### src/rtl/muldiv_pkg.sv
// Shared types and constants for the EX-stage RV32M multiply/divide engine.
// Optional single-cycle multiplier: MULDIV_FAST_MUL_EN.
package muldiv_pkg;

    typedef enum logic [2:0] {
        MUL    = 3'b000,
        MULH   = 3'b001,
        MULHSU = 3'b010,
        MULHU  = 3'b011,
        DIV    = 3'b100,
        DIVU   = 3'b101,
        REM    = 3'b110,
        REMU   = 3'b111
    } muldiv_op_e;

    typedef enum logic [1:0] {
        IDLE = 2'd0,
        BUSY = 2'd1,
        DONE = 2'd2
    } muldiv_state_e;

    localparam logic [6:0]  M_FUNCT7 = 7'b0000001;
    localparam logic [6:0]  OP_RTYPE = 7'b0110011;
    localparam logic [31:0] INT_MIN  = 32'h80000000;

endpackage

### src/rtl/muldiv_signfix.sv
// Operand magnitudes, result-sign flag and final 2's-complement fix-up.
// Purely combinational; shared by the multiply and divide paths.
module muldiv_signfix
    import muldiv_pkg::*;
#(
    parameter int DATA_W = 32
) (
    input  logic [2:0]          funct3,
    input  logic [DATA_W-1:0]   op_a,
    input  logic [DATA_W-1:0]   op_b,
    output logic [DATA_W-1:0]   mag_a,
    output logic [DATA_W-1:0]   mag_b,
    output logic                neg,
    input  logic [2*DATA_W-1:0] fix_in,
    input  logic                fix_neg,
    output logic [2*DATA_W-1:0] fix_out
);

    logic sa;
    logic sb;

    always_comb begin
        sa  = 1'b0;
        sb  = 1'b0;
        neg = 1'b0;
        case (funct3)
            MUL, MULH, DIV: begin
                sa  = op_a[DATA_W-1];
                sb  = op_b[DATA_W-1];
                neg = sa ^ sb;
            end
            MULHSU: begin
                sa  = op_a[DATA_W-1];
                neg = sa;
            end
            // remainder follows the dividend sign only
            REM: begin
                sa  = op_a[DATA_W-1];
                sb  = op_b[DATA_W-1];
                neg = sa;
            end
            default: ;
        endcase
    end

    assign mag_a   = sa ? -op_a : op_a;
    assign mag_b   = sb ? -op_b : op_b;
    assign fix_out = fix_neg ? -fix_in : fix_in;

endmodule

### src/rtl/ex_muldiv_unit.sv
// Iterative RV32M multiply/divide engine sitting behind the ID/EX register.
// Define MULDIV_FAST_MUL_EN for a single-cycle multiplier (divides stay iterative).
module ex_muldiv_unit
    import muldiv_pkg::*;
#(
    parameter int DATA_W = 32,
    parameter int CNT_W  = 6
) (
    input  logic              clk,
    input  logic              rst,
    input  logic              start,
    input  logic              flush,
    input  logic [2:0]        funct3,
    input  logic [DATA_W-1:0] op_a,
    input  logic [DATA_W-1:0] op_b,
    output logic              stall,
    output logic              busy,
    output logic              done,
    output logic [DATA_W-1:0] result
);

    localparam logic [CNT_W-1:0] LAST = CNT_W'(DATA_W - 1);

    muldiv_state_e     state_q, state_d;
    logic [CNT_W-1:0]  cnt_q, cnt_d;
    logic [2:0]        op_q, op_d;
    logic              neg_q, neg_d;
    logic [DATA_W-1:0] hi_q, hi_d;
    logic [DATA_W-1:0] lo_q, lo_d;
    logic [DATA_W-1:0] dvs_q, dvs_d;
    logic [DATA_W-1:0] res_q, res_d;

    logic [DATA_W-1:0]   mag_a, mag_b;
    logic                neg;
    logic [2*DATA_W-1:0] fix_in, fix_out;

    logic [DATA_W:0]   mul_sum;
    logic [DATA_W:0]   rsh;
    logic [DATA_W:0]   diff;
    logic              ge;
    logic [DATA_W-1:0] step_hi, step_lo;
    logic [DATA_W-1:0] final_res;
    logic              is_div, b_zero, ovf;

    muldiv_signfix #(.DATA_W(DATA_W)) u_signfix (
        .funct3  (funct3),
        .op_a    (op_a),
        .op_b    (op_b),
        .mag_a   (mag_a),
        .mag_b   (mag_b),
        .neg     (neg),
        .fix_in  (fix_in),
        .fix_neg (neg_q),
        .fix_out (fix_out)
    );

    // hi:lo is the product (mul) or remainder:quotient (div)
    always_comb begin
        mul_sum = {1'b0, hi_q} + (lo_q[0] ? {1'b0, dvs_q} : '0);
        rsh     = {hi_q, lo_q[DATA_W-1]};
        diff    = rsh - {1'b0, dvs_q};
        ge      = !diff[DATA_W];
        if (op_q[2]) begin
            step_hi = ge ? diff[DATA_W-1:0] : rsh[DATA_W-1:0];
            step_lo = {lo_q[DATA_W-2:0], ge};
            fix_in  = {{DATA_W{1'b0}}, op_q[1] ? step_hi : step_lo};
        end else begin
            step_hi = mul_sum[DATA_W:1];
            step_lo = {mul_sum[0], lo_q[DATA_W-1:1]};
            fix_in  = {step_hi, step_lo};
        end
        if (op_q[2] || op_q == MUL) final_res = fix_out[DATA_W-1:0];
        else                        final_res = fix_out[2*DATA_W-1:DATA_W];
    end

    assign is_div = funct3[2];
    assign b_zero = (op_b == '0);
    assign ovf    = is_div && !funct3[0] && (op_a == INT_MIN) && (op_b == '1);

`ifdef MULDIV_FAST_MUL_EN
    logic signed [DATA_W:0] fa, fb;
    logic [2*DATA_W-1:0]    fprod;
    logic [DATA_W-1:0]      fres;

    always_comb begin
        fa    = {(funct3 != MULHU) & op_a[DATA_W-1], op_a};
        fb    = {(funct3 == MUL || funct3 == MULH) & op_b[DATA_W-1], op_b};
        fprod = (2*DATA_W)'(fa * fb);
        fres  = (funct3 == MUL) ? fprod[DATA_W-1:0] : fprod[2*DATA_W-1:DATA_W];
    end
`endif

    always_comb begin
        state_d = state_q;
        cnt_d   = cnt_q;
        op_d    = op_q;
        neg_d   = neg_q;
        hi_d    = hi_q;
        lo_d    = lo_q;
        dvs_d   = dvs_q;
        res_d   = res_q;
        case (state_q)
            IDLE: if (start) begin
                if (is_div && b_zero) begin
                    res_d   = funct3[1] ? op_a : '1;
                    state_d = DONE;
                end else if (ovf) begin
                    res_d   = funct3[1] ? '0 : INT_MIN;
                    state_d = DONE;
`ifdef MULDIV_FAST_MUL_EN
                end else if (!is_div) begin
                    res_d   = fres;
                    state_d = DONE;
`endif
                end else begin
                    op_d    = funct3;
                    neg_d   = neg;
                    cnt_d   = '0;
                    hi_d    = '0;
                    lo_d    = is_div ? mag_a : mag_b;
                    dvs_d   = is_div ? mag_b : mag_a;
                    state_d = BUSY;
                end
            end
            BUSY: begin
                hi_d  = step_hi;
                lo_d  = step_lo;
                cnt_d = cnt_q + 1'b1;
                if (cnt_q == LAST) begin
                    res_d   = final_res;
                    state_d = DONE;
                end
            end
            DONE:    state_d = IDLE;
            default: state_d = IDLE;
        endcase
        if (flush) state_d = IDLE;
    end

    always_ff @(posedge clk) begin
        if (!rst) begin
            state_q <= IDLE;
            cnt_q   <= '0;
            op_q    <= '0;
            neg_q   <= 1'b0;
            hi_q    <= '0;
            lo_q    <= '0;
            dvs_q   <= '0;
            res_q   <= '0;
        end else begin
            state_q <= state_d;
            cnt_q   <= cnt_d;
            op_q    <= op_d;
            neg_q   <= neg_d;
            hi_q    <= hi_d;
            lo_q    <= lo_d;
            dvs_q   <= dvs_d;
            res_q   <= res_d;
        end
    end

    assign busy   = (state_q != IDLE);
    assign done   = (state_q == DONE) && !flush;
    assign stall  = start && (state_q != DONE) && rst && !flush;
    assign result = res_q;

endmodule
### config.mk
export PLATFORM = sky130hd
export DESIGN_NAME = ex_muldiv_unit
export DESIGN_NICKNAME = d
export VERILOG_FILES = /design/src/rtl/muldiv_pkg.sv /design/src/rtl/muldiv_signfix.sv /design/src/rtl/ex_muldiv_unit.sv
export SDC_FILE = /design/constraint.sdc
export NUM_CORES = 1
export LEC_CHECK = 0
export BUFFER_PORTS_ARGS = -buffer_cell sky130_fd_sc_hd__buf_4
export CAP_MARGIN = 20
export CORE_AREA = 2 2 168 170
export DETAILED_ROUTE_END_ITERATION = 10
export DIE_AREA = 0 0 170 172
export PLACE_DENSITY = 0.77
export SYNTH_ARGS = -nofsm -noshare
export SYNTH_HDL_FRONTEND = slang
export SYNTH_HIERARCHICAL = 1
export SYNTH_SLANG_ARGS = --single-unit
### constraint.sdc
create_clock -name clk -period 6 [get_ports clk]
set_input_delay 0.3 -clock clk [delete_from_list [all_inputs] [get_ports clk]]
set_output_delay 0.3 -clock clk [all_outputs]
set_load 0.01 [all_outputs]
==> results.md <==
- Synth cell types: 80
- Area after DPL: 16300 um2
- Layout Skew: 14.0 ps
- All-Layer GR Usage: 38.6%
- Worst Path Required: 6360 ps
- Synth top cells by count: 217 x nor2_1, 200 x nand2_1, 188 x a21oi_1, 140 x dfxtp_1, 128 x xnor2_1
- DIE AREA: 29200 um2
- Critical R2R Capture: result[10]$_SDFFE_PN0P_
- RSZ-0062 raised after global routing: true
- FMAX: 0.173 GHz
- Total number of vias: 16600
- Sequential fraction of the synthesis area: 18.8%
- Remaining antenna violation count: 0
- Non-filler cells, final: 2503
- Synth Area in XOR/XNOR: 10.4%
- PwrDens: 198 nW/um2
- Simple-gate portion of the synthesized area: 22.6%
- Reg2reg path depth: 27
- Period utilization: 96.6%
- Post-Syn Nets: 2195
- DP HPWL: 44400 um
- Crit path launch: lo_q[31]$_SDFFE_PN0P_
- Critical Path End: result[10]$_SDFFE_PN0P_
- Post-Syn Area per Cell: 7.24 um2
- Largest family of logic cells by synthesized area: compound AO/OA/AOI/OAI gates
- Top FF cell, synth: dfxtp_1
- Hold Buf Count CTS: 0
- Post-Place Setup Slack: 83.2 ps
- Adder-cell share of the synthesized area: 5.99%
- CP endpoint kind: register
- H-tree levels: 4
- Peak supply drop: 0.204 mV
- TNS Setup: 0 ps
- Synthesized flop and latch total: 140
- First-pass GRT wire length: 86800 um
- Status: completed
- Initial antenna violation count: 2
- Fin util: 61.9%
- Worst setup path class: register to register
- Worst-skew pair later-pin latency: 450 ps
- Post-Synthesis Cells: 2054
- Final instance area: 17000 um2
- CP max FO: 9
- Drt first pass iters: 7
- Worst Hold Class: input port to register
- Async S/R FF share, synth: 0%
- Post-synthesis mux area share: 6.99%
- Synth warnings: 6
- Area growth from synthesis to layout: 14.4%
- # rows: 61
- Global route overflow: 0
- Num CTS Buffers: 17
- Final setup violation count: 0
- Slew margin rel.: 33.3%
- Routed len/inst: 22.8 um
- Post-synth EDFFs: 0
- Leak: 6.81 nW
- Placed cell count: 2468
- IO Port Bufs: 105
- Min-delay src: funct3[0]
- Cell accounting for the most synthesized area: dfxtp_1
- Number of max-slew violations in the final report: 0
- Worst R2R Start: lo_q[31]$_SDFFE_PN0P_
- Max-cap violation count: 0
- Synth Area in Compound Gates: 30.0%
- Pin count of the biggest net entering global routing: 72
- Minimum clock period: 5800 ps
- CTS tree: built
- Sink Count: 140
- CTS Buffer Depth: 2
- Arrival @ worst endpoint: 6160 ps
- Chip width: 170 um
- Root buffer cell: clkbuf_16
- GP Congestion: 1.03
- Fillers: 2547
- Nets: 2285
- Clock transition at path regs: 70 ps
- Hold_ws: 132 ps
- Synth Cell Area: 14900 um2
- Post-synth top area share: 18.8%
- Antenna diodes: 0
- Design Power: 3.36 mW
- R2R Setup Slk: 200 ps
- # DRC: 0
- CP startpoint kind: register
- Final setup margin: 204 ps
- Final Hold Fails: 0
- Number of placed I/O pins: 106
- Iteration-0 DRC count of the detailed router: 2141
- Area contributors post-synth: dfxtp_1 19%, xnor2_1 7.5%, mux2i_1 6.7%
- Cell with the most instances after synthesis: nor2_1
- Die Ht: 172 um
- Vias in the first global route: 14900
- Worst slew pin tran: 1000 ps
- Vias per inst: 6.63
- Share of layout cells above drive strength 1: 13.1%
- Core area: 27500 um2
- Initial Util: 54.1%
- Total Routed Length: 57200 um
-- layout by cell type, fill, tap and decap left out, types with 19 or more instances in the layout --
master / Yosys / routed
and2_1: 38 / 38
ha_1: 68 / 68
xnor2_1: 128 / 128
nor3_1: 33 / 32
a21o_1: 53 / 53
o21ai_0: 109 / 109
dfxtp_1: 140 / 136
a221oi_1: 23 / 23
nand2_1: 200 / 200
a31oi_1: 46 / 45
o21a_1: 19 / 19
nand3_1: 27 / 26
nand4_1: 20 / 20
nand2b_1: 44 / 43
a211oi_1: 89 / 88
buf_4: 7 / 199
inv_1: 55 / 55
a21oi_1: 188 / 185
mux2i_1: 99 / 99
xor2_1: 49 / 49
nor2_1: 217 / 215
nor4_1: 26 / 24
or3_1: 23 / 22
o31ai_1: 41 / 41
-- worst max-delay path, cell delays in order (launching register included) --
cell and delay, ps:
dfxtp_1 310, inv_1 70, ha_1 170, inv_1 50, fa_1 440, a211oi_2 330
o211a_1 250, or3_4 160, a21oi_4 50, buf_4 160, o2111ai_1 280, o211ai_4 140
buf_12 180, buf_4 140, mux2i_1 140, buf_4 150, a21oi_1 70, a21o_1 190
or4_1 540, nor4b_2 260, buf_4 200, nand3_1 120, o41ai_1 360, xnor2_1 170
nand2_1 60, a21oi_1 320, a31oi_1 140, a211oi_1 270
-- worst min path at each step --
stage                               to  slack (ps)  cells past startpoint
2_1_floorplan     lo_q[0]$_SDFFE_PN0P_         440                      2
3_3_place_gp   result[31]$_SDFFE_PN0P_         470                      2
3_5_place_dp   result[31]$_SDFFE_PN0P_         470                      2
4_1_cts           op_q[0]$_SDFFE_PN0P_         130                      3
5_1_grt           lo_q[0]$_SDFFE_PN0P_         170                      3
6_report          op_q[0]$_SDFFE_PN0P_         130                      3
-- sequential cells by signal, summed over array words and instances (netlist names) --
register and flops:
neg_q 1, lo_q 32, dvs_q 32, state_q 2
result 32, cnt_q 6, op_q 3, hi_q 32
-- power breakdown --
group / leakage [nW] / switching, mW / internal (mW)
combinational: 5.35 / 0.717 / 0.432
clock: 0.311 / 0.516 / 0.651
sequential: 1.15 / 0.0698 / 0.975
total: 6.81 / 1.30 / 2.06
-- routing by layer --
metal  GRT usage, %  part of all wire, %
met5              0                0.047
met4           22.5                  6.5
met3           7.67                  9.4
met2           59.2                   42
met1           50.6                   42
-- cell families after synthesis --
kind of cell,Yosys count
AND/OR/NAND/NOR,699
AO/OA/AOI/OAI,678
buffers and inverters,187
XOR/XNOR,177
flip-flops,140
multiplexers,103
adder cells (fa/ha/maj),70
-- what timing repair did --
item                       in CTS  in global routing
hold endpoints to repair        0                  0
resized for setup               0                 12
setup endpoints to repair       0                 31
setup buffers                   0                  3
-- area by class of cell --
| cell class | instances | area (um2) | area share, % |
|---|---|---|---|
| clock buffers | 18 | 439 | 2.58 |
| inverters | 57 | 215 | 1.26 |
| well taps | 346 | 433 | 2.54 |
| multi-input cells | 1727 | 11400 | 67.0 |
| flip-flops and latches | 140 | 2810 | 16.5 |
| clock inverters | 14 | 185 | 1.09 |
| repair buffers | 201 | 1530 | 9.02 |
(Power assumes the default switching activity.)
